File: config.mk
export PLATFORM = sky130hd
export DESIGN_NAME = calc_display
export DESIGN_NICKNAME = d
export VERILOG_FILES = /design/src/rtl/calc_pkg.sv /design/src/rtl/calc_display_seg_mux.sv /design/src/rtl/calc_display.sv
export SDC_FILE = /design/constraint.sdc
export NUM_CORES = 1
export LEC_CHECK = 0
export CORE_MARGIN = 2
export CORE_UTILIZATION = 63
export DETAILED_ROUTE_END_ITERATION = 16
export PLACE_DENSITY = 0.83
export SLEW_MARGIN = 20
export SYNTH_ARGS = -nofsm -noshare
export SYNTH_HDL_FRONTEND = slang
export SYNTH_SLANG_ARGS = --single-unit
File: constraint.sdc
create_clock -name clk_i -period 7.67 [get_ports clk_i]
set_input_delay 1.1505 -clock clk_i [delete_from_list [all_inputs] [get_ports clk_i]]
set_output_delay 1.1505 -clock clk_i [all_outputs]
set_load 0.02 [all_outputs]
File: src/rtl/calc_pkg.sv
// Shared definitions for the keypad calculator: key codes, operator and
// converter state encodings, and the active-low seven-segment glyph set.
package calc_pkg;

   localparam logic [3:0] KEY_MINUS = 4'd10;
   localparam logic [3:0] KEY_PLUS  = 4'd11;
   localparam logic [3:0] KEY_EQ    = 4'd12;

   typedef enum logic [1:0] {
      OP_NONE = 2'd0,
      OP_ADD  = 2'd1,
      OP_SUB  = 2'd2
   } op_t;

   typedef enum logic [1:0] {
      CS_IDLE  = 2'd0,
      CS_SHIFT = 2'd1,
      CS_LOAD  = 2'd2
   } conv_state_t;

   // Segment order is {g,f,e,d,c,b,a}; a zero bit lights the segment.
   localparam logic [6:0] GLYPH_0     = 7'b1000000;
   localparam logic [6:0] GLYPH_1     = 7'b1111001;
   localparam logic [6:0] GLYPH_2     = 7'b0100100;
   localparam logic [6:0] GLYPH_3     = 7'b0110000;
   localparam logic [6:0] GLYPH_4     = 7'b0011001;
   localparam logic [6:0] GLYPH_5     = 7'b0010010;
   localparam logic [6:0] GLYPH_6     = 7'b0000010;
   localparam logic [6:0] GLYPH_7     = 7'b1111000;
   localparam logic [6:0] GLYPH_8     = 7'b0000000;
   localparam logic [6:0] GLYPH_9     = 7'b0010000;
   localparam logic [6:0] GLYPH_BLANK = 7'b1111111;

   // Maps one BCD digit to its glyph; non-decimal codes show nothing.
   function automatic logic [6:0] glyph(input logic [3:0] d);
      logic [6:0] g;
      case (d)
         4'd0:    g = GLYPH_0;
         4'd1:    g = GLYPH_1;
         4'd2:    g = GLYPH_2;
         4'd3:    g = GLYPH_3;
         4'd4:    g = GLYPH_4;
         4'd5:    g = GLYPH_5;
         4'd6:    g = GLYPH_6;
         4'd7:    g = GLYPH_7;
         4'd8:    g = GLYPH_8;
         4'd9:    g = GLYPH_9;
         default: g = GLYPH_BLANK;
      endcase
      return g;
   endfunction

   // Integer power of ten, used to derive entry and saturation limits.
   function automatic int pow10(input int n);
      int p;
      p = 1;
      for (int i = 0; i < n; i++) begin
         p = p * 10;
      end
      return p;
   endfunction

endpackage

File: src/rtl/calc_display_seg_mux.sv
// Time-multiplexed driver for a common-anode display: walks one digit slot
// at a time from the rightmost digit, decoding its BCD nibble to a glyph.
module seg_mux
   import calc_pkg::*;
#(
   parameter int DIGITS      = 4,
   parameter int REFRESH_DIV = 50000
) (
   input  logic                  clk_i,
   input  logic                  rst_i,
   input  logic [4*DIGITS-1:0]   bcd,
   input  logic [DIGITS-1:0]     blank,
   output logic [6:0]            seg_o,
   output logic [DIGITS-1:0]     an_o
);

   localparam int CNT_W = (REFRESH_DIV > 1) ? $clog2(REFRESH_DIV) : 1;
   localparam int IDX_W = (DIGITS > 1) ? $clog2(DIGITS) : 1;

   logic [CNT_W-1:0] refresh_cnt;
   logic [IDX_W-1:0] scan_idx;
   logic [3:0]       cur_digit;

   // Hold each digit for REFRESH_DIV cycles, then step to the next slot.
   always_ff @(posedge clk_i or posedge rst_i) begin
      if (rst_i) begin
         refresh_cnt <= '0;
         scan_idx    <= '0;
      end else if (refresh_cnt == CNT_W'(REFRESH_DIV - 1)) begin
         refresh_cnt <= '0;
         scan_idx    <= (scan_idx == IDX_W'(DIGITS - 1)) ? '0 : scan_idx + 1'b1;
      end else begin
         refresh_cnt <= refresh_cnt + 1'b1;
      end
   end

   // Anode and segments both derive from the scan index, so they switch together.
   always_comb begin
      an_o           = '1;
      an_o[scan_idx] = 1'b0;
      cur_digit      = bcd[{scan_idx, 2'b00} +: 4];
      seg_o          = blank[scan_idx] ? GLYPH_BLANK : glyph(cur_digit);
   end

endmodule

File: src/rtl/calc_display.sv
// Four-digit add/subtract calculator fed by decoded key strobes. Holds the
// entry operand, accumulator and pending operator, converts the shown value
// to BCD by double-dabble, and hands the result to the display multiplexer.
module calc_display
   import calc_pkg::*;
#(
   parameter int DIGITS      = 4,
   parameter int REFRESH_DIV = 50000
) (
   input  logic                clk_i,
   input  logic                rst_i,
   input  logic [3:0]          key_i,
   input  logic                key_valid_i,
   output logic [6:0]          seg_o,
   output logic [DIGITS-1:0]   an_o,
   output logic                neg_o,
   output logic                ovf_o
);

   localparam int LIMIT       = pow10(DIGITS) - 1;
   localparam int SHIFT_LIMIT = pow10(DIGITS - 1);
   localparam int BIN_W       = $clog2(LIMIT + 1);
   localparam int BCD_W       = 4 * DIGITS;
   localparam int CNT_W       = $clog2(BIN_W + 1);
   localparam logic signed [17:0] SAT_MAX = 18'(LIMIT);

   logic [BIN_W-1:0]  entry, entry_next;
   logic signed [15:0] acc, acc_next, acc_abs, sat_val;
   op_t               op, op_next;
   logic              show_acc, show_next;
   logic              after_eq, after_next;
   logic              ovf_next, clamp, accept;
   logic signed [17:0] acc_w, entry_w, r;
   logic [BIN_W-1:0]  mag;
   logic              mag_neg;

   conv_state_t       state;
   logic [CNT_W-1:0]  shift_cnt;
   logic [BIN_W-1:0]  bin;
   logic [BCD_W-1:0]  bcd;
   logic              neg_pend;
   logic [BCD_W-1:0]  disp_bcd;
   logic [DIGITS-1:0] blank;

   // Adds 3 to every BCD nibble that is 5 or more, ahead of the next shift.
   function automatic logic [BCD_W-1:0] add3(input logic [BCD_W-1:0] v);
      logic [BCD_W-1:0] o;
      o = v;
      for (int i = 0; i < DIGITS; i++) begin
         if (o[4*i +: 4] >= 4'd5) begin
            o[4*i +: 4] = o[4*i +: 4] + 4'd3;
         end
      end
      return o;
   endfunction

   // Decode the incoming key into next-state values and the saturated result.
   always_comb begin
      entry_w = $signed({{(18-BIN_W){1'b0}}, entry});
      acc_w   = {{2{acc[15]}}, acc};
      case (op)
         OP_ADD:  r = acc_w + entry_w;
         OP_SUB:  r = acc_w - entry_w;
         default: r = entry_w;
      endcase
      if (r > SAT_MAX) begin
         sat_val = 16'(SAT_MAX);
         clamp   = 1'b1;
      end else if (r < -SAT_MAX) begin
         sat_val = 16'(-SAT_MAX);
         clamp   = 1'b1;
      end else begin
         sat_val = r[15:0];
         clamp   = 1'b0;
      end

      entry_next = entry;
      acc_next   = acc;
      op_next    = op;
      show_next  = show_acc;
      after_next = after_eq;
      ovf_next   = ovf_o;
      accept     = 1'b0;

      if (key_valid_i) begin
         if (key_i <= 4'd9) begin
            if (after_eq) begin
               entry_next = BIN_W'(key_i);
               acc_next   = '0;
               op_next    = OP_NONE;
               ovf_next   = 1'b0;
               after_next = 1'b0;
               show_next  = 1'b0;
               accept     = 1'b1;
            end else if (entry < BIN_W'(SHIFT_LIMIT)) begin
               entry_next = entry * BIN_W'(10) + BIN_W'(key_i);
               show_next  = 1'b0;
               accept     = 1'b1;
            end
         end else if (key_i == KEY_PLUS || key_i == KEY_MINUS || key_i == KEY_EQ) begin
            acc_next   = sat_val;
            ovf_next   = ovf_o | clamp;
            entry_next = '0;
            show_next  = 1'b1;
            accept     = 1'b1;
            if (key_i == KEY_EQ) begin
               op_next    = OP_NONE;
               after_next = 1'b1;
            end else begin
               op_next    = (key_i == KEY_PLUS) ? OP_ADD : OP_SUB;
               after_next = 1'b0;
            end
         end
      end

      acc_abs = acc_next[15] ? -acc_next : acc_next;
      mag     = show_next ? acc_abs[BIN_W-1:0] : entry_next;
      mag_neg = show_next & acc_next[15];
   end

   // Commit the calculator state and the sticky overflow one cycle after the strobe.
   always_ff @(posedge clk_i or posedge rst_i) begin
      if (rst_i) begin
         entry    <= '0;
         acc      <= '0;
         op       <= OP_NONE;
         show_acc <= 1'b0;
         after_eq <= 1'b0;
         ovf_o    <= 1'b0;
      end else begin
         entry    <= entry_next;
         acc      <= acc_next;
         op       <= op_next;
         show_acc <= show_next;
         after_eq <= after_next;
         ovf_o    <= ovf_next;
      end
   end

   // Double-dabble converter; any accepted key restarts it from the new value.
   always_ff @(posedge clk_i or posedge rst_i) begin
      if (rst_i) begin
         state     <= CS_IDLE;
         shift_cnt <= '0;
         bin       <= '0;
         bcd       <= '0;
         neg_pend  <= 1'b0;
         disp_bcd  <= '0;
         neg_o     <= 1'b0;
      end else if (accept) begin
         state     <= CS_SHIFT;
         shift_cnt <= '0;
         bin       <= mag;
         bcd       <= '0;
         neg_pend  <= mag_neg;
      end else begin
         case (state)
            CS_SHIFT: begin
               {bcd, bin} <= {add3(bcd), bin} << 1;
               shift_cnt  <= shift_cnt + 1'b1;
               if (shift_cnt == CNT_W'(BIN_W - 1)) begin
                  state <= CS_LOAD;
               end
            end
            CS_LOAD: begin
               disp_bcd <= bcd;
               neg_o    <= neg_pend;
               state    <= CS_IDLE;
            end
            default: state <= CS_IDLE;
         endcase
      end
   end

   // Blank every zero digit above the most significant non-zero one; digit 0 stays lit.
   always_comb begin
      logic zero_above;
      zero_above = 1'b1;
      blank      = '0;
      for (int i = DIGITS - 1; i >= 1; i--) begin
         zero_above = zero_above & (disp_bcd[4*i +: 4] == 4'd0);
         blank[i]   = zero_above;
      end
   end

   seg_mux #(
      .DIGITS      (DIGITS),
      .REFRESH_DIV (REFRESH_DIV)
   ) u_seg_mux (
      .clk_i (clk_i),
      .rst_i (rst_i),
      .bcd   (disp_bcd),
      .blank (blank),
      .seg_o (seg_o),
      .an_o  (an_o)
   );

endmodule

After elaboration in Yosys (flattened, before gate mapping)
Memory sizes are Yosys's and may differ from the RTL's.
Index checks and enable logic that the tools add are counted.
{"block": "totals", "memories": 1, "latchBits": 0, "ramBits": 0, "elab_cells": 125, "register_bits": 107, "output_inout_bits": 13, "rom_bits": 112, "inputBits": 7}
{"memory": "(no name shown)", "depth": 16, "word_bits": 7, "rd": 1, "rd_ports_with_merged_regs": 0, "wr": 0, "line_no": "calc_pkg.sv:37", "rtl": "case (d)"}
{"block": "op_classes", "mux": 57, "n_bitwise": 6, "n_shift": 1, "n_lt_le_gt_ge": 10, "eq_ne": 12, "div_mod_pow": 0, "n_reduce_logical": 11, "add_sub_neg": 11, "mul": 1}
{"cell": "16-bit two-way mux", "n": 9}
{"cell": "14-bit two-way mux", "n": 9}
{"cell": "18-bit case mux with 2 select lines", "n": 1}
{"cell": "1-bit two-way mux", "n": 20}
{"cell": "4-bit two-way mux", "n": 5}
{"cell": "18-bit by 15-bit greater-than comparator with 1-bit output (second input constant)", "n": 1}
{"cell": "18-bit by 15-bit less-than comparator with 1-bit output (second input constant)", "n": 1}
{"cell": "2-bit two-way mux", "n": 9}
{"cell": "16-bit by 15-bit adder with 17-bit output", "n": 1}
{"cell": "16-bit by 15-bit subtractor with 17-bit output", "n": 1}
{"cell": "16-bit by 1-bit adder with 16-bit output (second input constant)", "n": 1}
{"cell": "16-bit equality test (second input constant)", "n": 1}
{"cell": "4-bit equality test (second input constant)", "n": 4}
{"cell": "4-bit by 3-bit >= comparator with 1-bit output (second input constant)", "n": 4}
{"cell": "16-bit by 5-bit variable part select with 4-bit output", "n": 1}
{"cell": "14-bit by 4-bit adder with 14-bit output", "n": 1}
{"cell": "14-bit by 10-bit less-than comparator with 1-bit output (second input constant)", "n": 1}
{"cell": "14-bit by 3-bit multiplier with 13-bit output (second input constant)", "n": 1}
{"cell": "14-bit negation", "n": 1}
{"cell": "4-bit by 2-bit adder with 4-bit output (second input constant)", "n": 3}
{"cell": "4-bit logical NOT", "n": 3}
{"cell": "7-bit two-way mux", "n": 1}
{"cell": "2-bit equality test (second input constant)", "n": 3}
{"cell": "4-bit by 1-bit adder with 4-bit output (second input constant)", "n": 1}
{"cell": "20 further kinds", "n": 26}

Logic depth before layout (Yosys ltp)
Gate-level depths: netlist of the first run.
{"block": "depth", "word_depth": 12, "mapped_depth": 27, "ltp_nobuf": 25}

Modules after synthesis
From an unflattened synthesis of the first run, not the netlist that was laid out.
{"block": "hier_totals", "cells_unflattened": 952, "hier_area_um2": 8221.6}
{"module": "calc_display", "cells_per_inst": 826, "seq_area_each_um2": 2227.1, "area_per_inst_um2": 6957.9, "n_inst": 1}
{"module": "seg_mux", "cells_per_inst": 126, "seq_area_each_um2": 450.4, "area_per_inst_um2": 1263.7, "n_inst": 1}

Worst setup path before layout of the first run
OpenSTA, ideal clock, no wires.
{"block": "synth_timing", "kind": "reg-to-reg", "from": "reg entry[3]", "to": "reg bin[12]", "path_slack_ns": 2.371, "setup_time_ns": 0.139, "period_less_slack_ns": 5.299, "required_ns": 7.531, "arrival_time_ns": 5.161, "path_stages_with_launch": 24, "n_path_buf": 3, "cell_sequence": "dfrtp_1 buf_6 or4_4 nor4_4 a31oi_1 xnor2_1 ha_1 clkbuf_1 nand4_1 a211oi_1 o21a_1 o31ai_1 nor4_1 o31a_2 buf_4 o21ai_1 a22o_1 inv_2 ha_1 nand2_1 nor4_2 a31oi_1 nor3b_1 or4_1"}
{"block": "synth_between", "elab_chain_cells": 12, "elab_cells_between_ends": 30, "classes_between": "add/sub: 4; mul: 1; order compare: 3; mux: 21; reduce/logical: 1"}
{"item": "start, declared", "line_no": "calc_display.sv:27", "rtl": "logic [BIN_W-1:0] entry, entry_next;"}
{"item": "start signal, assigned", "line_no": "calc_display.sv:131", "rtl": "entry <= entry_next;"}
{"item": "16-bit by 15-bit subtractor with 17-bit output / 16-bit by 15-bit adder with 17-bit output (equally long branches)", "line_no": "calc_display.sv:63, calc_display.sv:62"}
{"item": "18-bit case mux with 2 select lines (*)", "line_no": "calc_display.sv:61", "rtl": "case (op)"}
{"item": "18-bit by 15-bit less-than comparator with 1-bit output", "line_no": "calc_display.sv:69", "rtl": "end else if (r < -SAT_MAX) begin"}
{"item": "16-bit two-way mux", "line_no": "calc_display.sv:69"}
{"item": "16-bit two-way mux (*)", "line_no": "calc_display.sv:66", "rtl": "if (r > SAT_MAX) begin"}
{"item": "16-bit two-way mux (*)", "line_no": "calc_display.sv:100", "rtl": "end else if (key_i == KEY_PLUS || key_i == KEY_MINUS || key_i == KEY_EQ) begin"}
{"item": "16-bit two-way mux (*)", "line_no": "calc_display.sv:86", "rtl": "if (key_i <= 4'd9) begin"}
{"item": "16-bit two-way mux (*)", "line_no": "calc_display.sv:85", "rtl": "if (key_valid_i) begin"}
{"item": "named net acc_next[1]", "line_no": "calc_display.sv:28", "rtl": "logic signed [15:0] acc, acc_next, acc_abs, sat_val;"}
{"item": "14-bit negation (*)", "line_no": "calc_display.sv:116", "rtl": "acc_abs = acc_next[15] ? -acc_next : acc_next;"}
{"item": "14-bit two-way mux (*)", "line_no": "calc_display.sv:116"}
{"item": "14-bit two-way mux (*)", "line_no": "calc_display.sv:117", "rtl": "mag = show_next ? acc_abs[BIN_W-1:0] : entry_next;"}
{"item": "14-bit two-way mux (*)", "line_no": "calc_display.sv:150", "rtl": "end else if (accept) begin"}
{"item": "end signal, assigned", "line_no": "calc_display.sv:153", "rtl": "bin <= mag;"}
{"item": "end signal, assigned", "line_no": "calc_display.sv:159", "rtl": "{bcd, bin} <= {add3(bcd), bin} << 1;"}
{"item": "end, declared", "line_no": "calc_display.sv:39", "rtl": "logic [BIN_W-1:0] bin;"}
The timed path passes the listed nets; every way through them passes the cells marked *.
A chain may end at the register's enable or synchronous reset.

Final worst setup path of the first run
{"block": "layout_timing", "from": "reg entry[3]", "to": "reg bin[12]"}
{"block": "layout_between", "elab_chain_cells": 12, "elab_cells_between_ends": 30, "classes_between": "add/sub: 4; mul: 1; order compare: 3; mux: 21; reduce/logical: 1"}
{"item": "16-bit by 15-bit subtractor with 17-bit output / 16-bit by 15-bit adder with 17-bit output (equally long branches)", "line_no": "calc_display.sv:63, calc_display.sv:62"}
{"item": "18-bit case mux with 2 select lines", "line_no": "calc_display.sv:61"}
{"item": "18-bit by 15-bit less-than comparator with 1-bit output", "line_no": "calc_display.sv:69"}
{"item": "16-bit two-way mux", "line_no": "calc_display.sv:69"}
{"item": "16-bit two-way mux", "line_no": "calc_display.sv:66"}
{"item": "16-bit two-way mux", "line_no": "calc_display.sv:100"}
{"item": "16-bit two-way mux", "line_no": "calc_display.sv:86"}
{"item": "16-bit two-way mux", "line_no": "calc_display.sv:85"}
{"item": "14-bit negation", "line_no": "calc_display.sv:116"}
{"item": "14-bit two-way mux", "line_no": "calc_display.sv:116"}
{"item": "14-bit two-way mux", "line_no": "calc_display.sv:117"}
{"item": "14-bit two-way mux", "line_no": "calc_display.sv:150"}
Several ways; a longest one is shown, not always the timed one.

==> results of run 1 <==
routing by layer:
layer  wire [µm]  part of all wire  GRT usage  vias up
met3        1060             0.054     0.0438       58
met1        8500              0.43      0.384     3378
li1            -                 -          -     3383
met5           0                 0          0        -
met2        9550              0.48      0.515      251
met4         690             0.035      0.117        0
layout make-up:
| class | count | share of cell area |
|---|---|---|
| Multi-Input combinational cell | 753 | 0.581 |
| Sequential cell | 107 | 0.307 |
| Timing Repair Buffer | 26 | 0.0278 |
| Clock buffer | 9 | 0.0258 |
| Tap cell | 172 | 0.0247 |
| Inverter | 56 | 0.0244 |
| Clock inverter | 7 | 0.00947 |
Yosys cell counts (all sizes together) (9+ instances only):
master / instances
a21o: 12
xnor2: 48
o21a: 9
nand3: 20
nand2: 112
inv: 56
and3: 9
nand2b: 10
a21oi: 75
nor2b: 11
a31oi: 12
nor3: 23
mux2i: 15
nor2: 100
o21ai: 75
clkbuf: 32
dfrtp: 107
a211oi: 13
ha: 61
xor2: 19
mux2: 12
worst reg2reg max path, stage by stage, from the launching register on:
cell and delay, ps:
dfrtp_1 530, or4_4 630, nor4_4 340, a31oi_1 150
xnor2_1 170, ha_1 480, nand4_1 190, a211oi_1 330
nor3_1 110, o31ai_1 520, nor4_1 190, or3_1 360
mux2i_1 240, nand2_1 120, o211ai_1 150, ha_1 220
nand2_1 70, nor4_2 440, a31oi_1 190, nor3b_1 200
or4_1 400
stage by stage:
step	cell area [µm²]	hold WS [ps]
after floorplan	8090	425
after global placement	8410	442
after detailed placement	8410	464
after CTS	8710	476
after global routing	8720	495
final	8720	474
where the power goes:
| part | total [mW] | internal (mW) | switching (mW) |
|---|---|---|---|
| clock | 0.478 | 0.258 | 0.220 |
| combinational | 1.74 | 0.712 | 1.03 |
| sequential | 0.861 | 0.690 | 0.171 |
flip-flops by register name, summed over array words and instances, names as in the netlist:
| name | flops |
|---|---|
| acc | 16 |
| after_eq | 1 |
| bcd | 16 |
| bin | 14 |
| disp_bcd | 16 |
| entry | 14 |
| neg_o | 1 |
| neg_pend | 1 |
| op | 2 |
| ovf_o | 1 |
| shift_cnt | 4 |
| show_acc | 1 |
| state | 2 |
| u_seg_mux.refresh_cnt | 16 |
| u_seg_mux.scan_idx | 2 |
kinds of logic (layout without fill, tap and decap cells):
logic type / count (synthesis) / in the layout
adders and majority gates: 64 / 64
buffers and inverters: 94 / 98
muxes: 31 / 31
DFF: 107 / 107
xor gates and xnor gates: 67 / 67
and+or+nand+nor: 332 / 332
AOI/OAI and AO/OA: 259 / 259
final timing paths:
path / end / slack, ps / depth (start not counted)
worst max-delay path: bin[12] / 1540 / 20
worst min-delay path: u_seg_mux.refresh_cnt[0] / 470 / 1
worst max register to register: bin[12] / 1540 / 20
worst min register to register: u_seg_mux.refresh_cnt[0] / 470 / 1
max in group asynchronous: entry[7] / 5290 / 3
min in group asynchronous: u_seg_mux.refresh_cnt[2] / 1230 / 2
==> run_results.csv, run 1 <==
group,metric,value,unit
sta,max_slew_margin,0.279,
critical_path,critical_path.slowest_cell,"or4_4",
logic_synthesis,synth_area,0.00809,mm²
run_status,status,"finished, final reports clean",
logic_synthesis,synthMuxAreaShare,0.0464,
floorplanning,die-width,117,µm
power,powerDensity,353,mW/mm²
critical_path,crit_required,7900,ps
clocking,cts.path.max_buffers,2,
layout,nFillCells,1023,
sta,min_period,6130,ps
clocking,post_cts_buffers,0,
layout,drive_gt1_frac,0.0752,
logic_synthesis,synthArstFlopShare,1.00,
layout,fin_util,0.694,
logic_synthesis,ys_ff_latch,107,
critical_path,path_buf_inv,0,
critical_path,critPathTopFamily,"simple AND/OR/NAND/NOR gates",
logic_synthesis,synth_edf_count,0,
drt,via_per_inst,6.26,
clocking,cts.sinks,107,
drt,drc,0,
critical_path,crit_path_max_incr_delay,630,ps
job,drv_cap,0,
global_routing,grt_use_total,0.300,
drt,wl_per_cell,17.5,µm
layout,final_cells,1130,
clocking,cts_tree,"built",
sta,finClkSkew,9.50,ps
drt,wl,19800,µm
sta,fmax,163,MHz
global_routing,antenna_found_initial,0,
clocking,insertion_delay,360,ps
logic_synthesis,yosys.cell_types.count,83,
hold_path,min_path_type,"reg2reg",
floorplanning,die_area,0.0138,mm²
logic_synthesis,synth_top_area_frac,0.331,
layout,fin_nets,1024,
global_routing,grt_pass1_vias,7045,
placed_design,io_buffer_count,19,
power,p_leak,3.92,nW
sta,worstMarginPinSlew,1080,ps
logic_synthesis,syn_area_per_cell,8.48,µm²
drt,ant_nets,0,
sta,setup_viol_count_final,0,
critical_path,endpoint_kind,"flip-flop",
clocking,cts_resized,0,
sta,drv_slew,0,
critical_path,crit_chain,"or4_4, nor4_4, a31oi_1, xnor2_1, ha_1, nand4_1, a211oi_1, nor3_1, o31ai_1, nor4_1, or3_1, mux2i_1, nand2_1, o211ai_1, ha_1, nand2_1, nor4_2, a31oi_1, nor3b_1, or4_1",
logic_synthesis,yosysTopAreaCell,"dfrtp_1",
critical_path,critPathMaxFanout,10,
logic_synthesis,ys_seq_area_frac,0.331,
logic_synthesis,ys_warn_count,0,
layout,final_common_cell,"nand2_1",
layout,final_cell_mix,"111 x nand2_1, 107 x dfrtp_1, 100 x nor2_1",
sta,period_share,0.800,
floorplanning,num_rows,41,
logic_synthesis,synth_adder_area_share,0.102,
floorplanning,floorplan.initialDensity,0.644,
logic_synthesis,synth-main-ff-cell,"dfrtp_1",
power,total_power,3.08,mW
layout,area_growth,7.74,%
layout,multi_input_area,0.00506,mm²
global_routing,grt_max_degree,58,
logic_synthesis,synth-xor-area-share,0.0725,
placed_design,post-place-ws,1720,ps
floorplanning,die_h,117,µm
power,ir_worst_vdd,0.305,mV
placed_design,gp_congestion,0.964,
logic_synthesis,yosys-top-cells-area,"dfrtp_1 33%, ha_1 9.4%, xnor2_1 5.2%",
drt,first_pass_iters,7,
sta,fin_ws,1540,ps
sta,hold_viol,0,
layout,antenna_cells,0,
floorplanning,core-area,0.0126,mm²
hold_path,min-delay-start,"u_seg_mux.refresh_cnt[0]",
critical_path,path_class,"reg2reg",
logic_synthesis,synth-simple-area-share,0.197,
clocking,path_clk_slew,80,ps
logic_synthesis,synth_nets,1025,
clocking,cts_hold_buf,0,
sta,final.setup.tns,0,ps
critical_path,crit_start,"entry[3]",
critical_path,worstPathArrival,6360,ps
global_routing,grt.overflow.total,0,
layout,seq_area,0.00268,mm²
drt,first_iter_violations,589,
drt,num_vias,7070,
clocking,cts_root_buffer,"clkbuf_16",
placed_design,dp_cells,1114,
placed_design,dp_hpwl,14700,µm
floorplanning,ioPinCount,20,
logic_synthesis,synth_compound_area_frac,0.206,
clocking,numCtsBuffers,9,
critical_path,start_kind,"flip-flop",
logic_synthesis,synth_top_family_by_area,"compound AO/OA/AOI/OAI gates",
global_routing,grt_pass1_wl,33900,µm
critical_path,r2r-start,"entry[3]",
logic_synthesis,synthCells,954,
clocking,htree_levels,3,
sta,rsz0062_at_grt,"no",
Power figures use the tool's default switching activity.
==> run 2: changes to the inputs <==
Settings changed: CORE_UTILIZATION 63 to 57, PLACE_DENSITY 0.83 to 0.79.
Clock period 7.67 ns to 5.2 ns, I/O delays scaled along.
==> run 2 against run 1 <==
The flow now finishes with violations (setup timing); sequential share of layout area is 2.3 points lower; worst hold slack worse by 24 ps; sequential power is 39% higher; clock power is 69% higher; largest power group unchanged; critical path type unchanged; power is 64% higher; clock skew hardly changed; utilization is 1.5 points lower; via count is 3.2% higher; wire length is 5.0% higher; fmax is 17% higher.
==> run_results.csv, run 2 (synthesized netlist as in run 1, its figures left out) <==
group,metric,value,unit
critical_path,endpoint_kind,"flip-flop",
layout,final_cells,1184,
floorplanning,core-area,0.0139,mm²
hold_path,hold_end,"u_seg_mux.refresh_cnt[0]",
drt,via_per_inst,6.16,
power,clkPwrFrac,0.160,
layout,design_area,0.00942,mm²
job,drv_cap,0,
critical_path,start_kind,"flip-flop",
drt,wl_per_cell,17.6,µm
clocking,cts_root_buffer,"clkbuf_16",
floorplanning,ioPinCount,20,
floorplanning,num_rows,43,
sta,max_slew_margin,0.356,
drt,first_iter_violations,587,
clocking,cts.sinks,107,
sta,fin_ws,-33.5,ps
floorplanning,die-width,123,µm
run_status,violations,"setup timing",
power,powerDensity,536,mW/mm²
sta,setup_viol_count_final,1,
sta,hold_viol,0,
power,combPwrFrac,0.602,
placed_design,post_dp_cell_area,0.00869,mm²
critical_path,worstPathArrival,5460,ps
sta,rsz0062_at_grt,"yes",
power,intPower,2.79,mW
global_routing,grt_max_degree,72,
hold_path,whs_path_depth,1,
drt,first_pass_iters,5,
power,total_power,5.05,mW
sta,drv_slew,0,
drt,num_vias,7299,
sta,worstMarginPinSlew,964,ps
sta,min_period,5230,ps
placed_design,gp_congestion,0.958,
clocking,cts.path.max_buffers,2,
placed_design,io_buffer_count,19,
global_routing,grt.overflow.total,0,
run_status,status,"finished, violations left",
layout,final_cell_mix,"109 x nand2_1, 107 x dfrtp_1, 96 x nor2_1",
layout,final_common_cell,"nand2_1",
placed_design,dp_cells,1156,
critical_path,path_class,"reg2reg",
global_routing,grt_pass1_vias,6840,
clocking,path_clk_slew,80,ps
sta,final.setup.tns,-33.5,ps
layout,drive_gt1_frac,0.163,
critical_path,r2r_end,"bin[12]",
power,p_seq_frac,0.238,
power,ir_worst_vdd,0.351,mV
global_routing,grt_use_total,0.279,
floorplanning,floorplan.initialDensity,0.583,
placed_design,dp_hpwl,14900,µm
critical_path,worst-r2r-setup-slack,-30,ps
layout,fin_nets,1070,
clocking,insertion_delay,350,ps
sta,period_share,1.01,
drt,ant_nets,0,
sta,finClkSkew,9.71,ps
global_routing,antenna_found_initial,0,
clocking,cts_hold_buf,0,
layout,area_growth,16.4,%
critical_path,worst_r2r_path_depth,21,
critical_path,critPathMaxFanout,6,
clocking,cts_tree,"built",
floorplanning,die_area,0.0152,mm²
layout,antenna_cells,0,
critical_path,crit_required,5420,ps
power,p_sw,2.26,mW
drt,drc,0,
clocking,htree_levels,3,
clocking,numCtsBuffers,9,
global_routing,grt_pass1_wl,33300,µm
power,switching_share,0.448,
power,p_leak,4.22,nW
sta,fmax,191,MHz
critical_path,r2r-start,"entry[5]",
hold_path,min_path_type,"reg2reg",
floorplanning,die_h,123,µm
drt,wl,20800,µm
hold_path,min-delay-start,"u_seg_mux.refresh_cnt[0]",
## run 2: through the flow
stage | setup WS [ps] | utilization | hold WS, ps
after detailed placement | -53.7 | 0.626 | 445
after CTS | 8.49 | 0.654 | 455
final | -33.5 | 0.679 | 449
after global placement | -36.1 | 0.626 | 446
after global routing | -277 | 0.679 | 472
after floorplan | 68.7 | - | 425
## run 2: power groups by stage
stage	Clock [mW]	Combinational, mW	Sequential, mW
5_1_grt	0.849	3.36	1.22
2_1_floorplan	0	2.05	1.18
6_report	0.809	3.04	1.20
3_5_place_dp	0	2.74	1.21
3_3_place_gp	0	2.69	1.20
4_1_cts	0.816	2.78	1.19
## run 2: worst max-delay path, stage by stage, from the launching register on
cell and delay [ps]:
dfrtp_1 390, or4_4 600, nor4_4 260, a31oi_1 140, xnor2_1 320, ha_4 290
buf_4 140, nand4_1 130, o221ai_2 150, o21a_1 260, o31ai_4 280, nor4_2 110
or3_4 370, mux2i_4 180, nand2_2 90, o211ai_1 160, ha_2 260, nand2_2 60
nor4_4 190, a31oi_1 150, nor3b_2 170, or4_1 380
## run 2: timing repair
item / 4_1_cts / 5_1_grt
cloned: 0 / 0
gates resized for setup: 7 / 56
pin swaps: 1 / 27
buffers inserted: 0 / 13
hold endpoints to repair: 0 / 0
endpoints found under the setup margin: 5 / 12
## run 2: worst max-delay path by stage
stage	startpoint	to	slack, ps	cells after the start
after floorplan	entry[3]	bin[12]	70	25
after global placement	entry[3]	bin[12]	-40	21
after detailed placement	entry[3]	bin[12]	-50	21
after CTS	entry[3]	bin[12]	8	23
after global routing	entry[5]	bin[12]	-280	23
final	entry[5]	bin[12]	-30	21
## run 2: layout make-up
cell class	instances	area [µm²]
Clock buffer	9	225
Clock inverter	7	133
Fill cell	1078	4460
Inverter	56	213
Multi-Input combinational cell	753	5350
Sequential cell	107	2680
Tap cell	180	225
Timing Repair Buffer	72	593
## run 2: layer usage
metal / up-vias / wire length, µm / track usage
li1: 3475 / - / -
met1: 3485 / 8910 / 0.365
met2: 288 / 10100 / 0.471
met3: 51 / 1130 / 0.0360
met4: 0 / 635 / 0.104
met5: - / 0 / 0
==> run 3: changes to the inputs <==
Settings changed: CORE_UTILIZATION 57 to 63, PLACE_DENSITY 0.79 to 0.83, TNS_END_PERCENT from default to 20.
Clock period 5.2 ns to 5.5 ns, I/O delays scaled along.
==> run 3 against run 2 <==
The flow now finishes without violations; clock skew hardly changed; utilization increased by 3.6 points; design area shrank 4.6%; non-clock buffer count decreased by 23; fmax increased by 0.56%; largest cell class unchanged; flip-flop and latch count unchanged; sequential share of layout area increased by 1.4 points; critical path depth is 1 lower; sequential power fell by 3%; clock power shrank 18%; worst hold slack better by 3.0 ps; global-route usage increased by 2.3 points.
==> run_results.csv, run 3 (synthesized netlist as in run 1, its figures left out) <==
group,metric,value,unit
sta,setup_viol_count_final,0,
layout,final_cell_mix,"111 x nand2_1, 105 x dfrtp_1, 100 x nor2_1",
global_routing,grt_pass1_vias,6959,
sta,worstMarginPinSlew,971,ps
global_routing,grt_use_met3,0.0574,
layout,nFillCells,963,
critical_path,worstPathArrival,5440,ps
clocking,numCtsBuffers,9,
floorplanning,die_area,0.0138,mm²
sta,hold_viol,0,
sta,drv_slew,0,
critical_path,worst-r2r-setup-slack,300,ps
critical_path,endpoint_kind,"flip-flop",
clocking,cts_tree,"built",
floorplanning,ioPinCount,20,
power,powerDensity,499,mW/mm²
clocking,insertion_delay,350,ps
global_routing,grt_max_degree,65,
critical_path,start_kind,"flip-flop",
clocking,path_clk_slew,70,ps
clocking,htree_levels,3,
global_routing,grt_use_total,0.301,
critical_path,crit_required,5740,ps
critical_path,crit_chain,"or4_4, nor2_1, nand2_1, nor2_1, a21oi_1, xnor2_1, ha_1, nand2_1, nor2_1, a211oi_1, o21a_2, nor3_4, o31a_2, buf_4, a21oi_1, a31o_1, nor3_4, a21oi_1, xnor2_1, a221oi_1",
power,p_leak,4.07,nW
layout,seq_area,0.00268,mm²
run_status,status,"finished, final reports clean",
power,ir_worst_vdd,0.412,mV
sta,fmax,192,MHz
floorplanning,die-width,117,µm
sta,min_period,5200,ps
global_routing,grt.busiest_layer,"met2",
global_routing,grt.overflow.total,0,
critical_path,crit_path_max_incr_delay,570,ps
layout,final_common_cell,"nand2_1",
hold_path,min-delay-start,"u_seg_mux.refresh_cnt[0]",
placed_design,dp_cells,1134,
placed_design,io_buffer_count,19,
critical_path,crit_start,"entry[3]",
critical_path,r2r-start,"entry[3]",
placed_design,gp_congestion,0.964,
sta,finClkSkew,9.42,ps
floorplanning,floorplan.initialDensity,0.644,
floorplanning,die_h,117,µm
drt,first_pass_iters,5,
floorplanning,core-area,0.0126,mm²
global_routing,antenna_found_initial,0,
layout,area_growth,11.0,%
sta,period_share,0.946,
critical_path,path_buf_inv,1,
drt,first_iter_violations,678,
layout,final_cells,1153,
critical_path,critPathMaxFanout,9,
job,drv_cap,0,
clocking,cts.path.max_buffers,2,
layout,multi_input_area,0.00516,mm²
clocking,cts.sinks,107,
clocking,cts_root_buffer,"clkbuf_16",
drt,wl_per_cell,17.7,µm
layout,antenna_cells,0,
global_routing,grt_pass1_wl,33900,µm
drt,drc,0,
critical_path,critPathTopFamily,"simple AND/OR/NAND/NOR gates",
layout,drive_gt1_frac,0.115,
critical_path,critical_path.slowest_cell,"or4_4",
global_routing,gr-usage-met2,0.501,
global_routing,grt_util_met1,0.379,
sta,max_slew_margin,0.350,
floorplanning,num_rows,41,
drt,wl,20400,µm
hold_path,min_path_type,"reg2reg",
layout,fin_nets,1047,
sta,final.setup.tns,0,ps
drt,via_per_inst,6.33,
drt,ant_nets,0,
placed_design,dp_hpwl,15100,µm
drt,num_vias,7294,
critical_path,path_class,"reg2reg",
## run 3: layout make-up
class,instances,area share
well taps,172,0.0239
inverters,56,0.0237
clock inverters,5,0.00668
multi-input cells,753,0.574
flip-flops and latches,107,0.298
clock buffers,11,0.0270
repair buffers,49,0.0462
## run 3: repair_timing
| action | CTS | global route |
|---|---|---|
| hold buffers | 0 | 0 |
| setup buffers | 0 | 3 |
| resized for setup | 0 | 24 |
| setup endpoints to repair | 0 | 7 |
## run 3: metal layers
| layer | wire, µm | vias up |
|---|---|---|
| met5 | 0 | - |
| met4 | 1140 | 0 |
| met3 | 1300 | 91 |
| met2 | 9580 | 315 |
| met1 | 8430 | 3460 |
| li1 | - | 3428 |
## run 3: final timing paths
| kind | end | depth (start not counted) |
|---|---|---|
| setup / recovery | bin[5] | 20 |
| hold / removal | u_seg_mux.refresh_cnt[0] | 1 |
| setup reg to reg | bin[5] | 20 |
| hold reg to reg | u_seg_mux.refresh_cnt[0] | 1 |
| max in group asynchronous | entry[0] | 3 |
| min in group asynchronous | u_seg_mux.scan_idx[0] | 2 |
## run 3: where the power goes
group	total, mW	internal (mW)	switching (mW)
registers	1.16	0.964	0.193
clock network	0.663	0.369	0.293
logic	2.66	1.09	1.57
total	4.48	2.42	2.06
## run 3: through the flow
step                utilization  worst slack [ps]  power [mW]  hold WS, ps  area [µm²]
floorplan                     -               201        3.04          425        8090
global placement          0.681               373        3.62          444        8560
detailed placement        0.681               303        3.68          442        8560
CTS                       0.705               164        4.36          452        8860
global route              0.715             -44.3        4.80          491        8990
finish                    0.715               296        4.48          452        8990
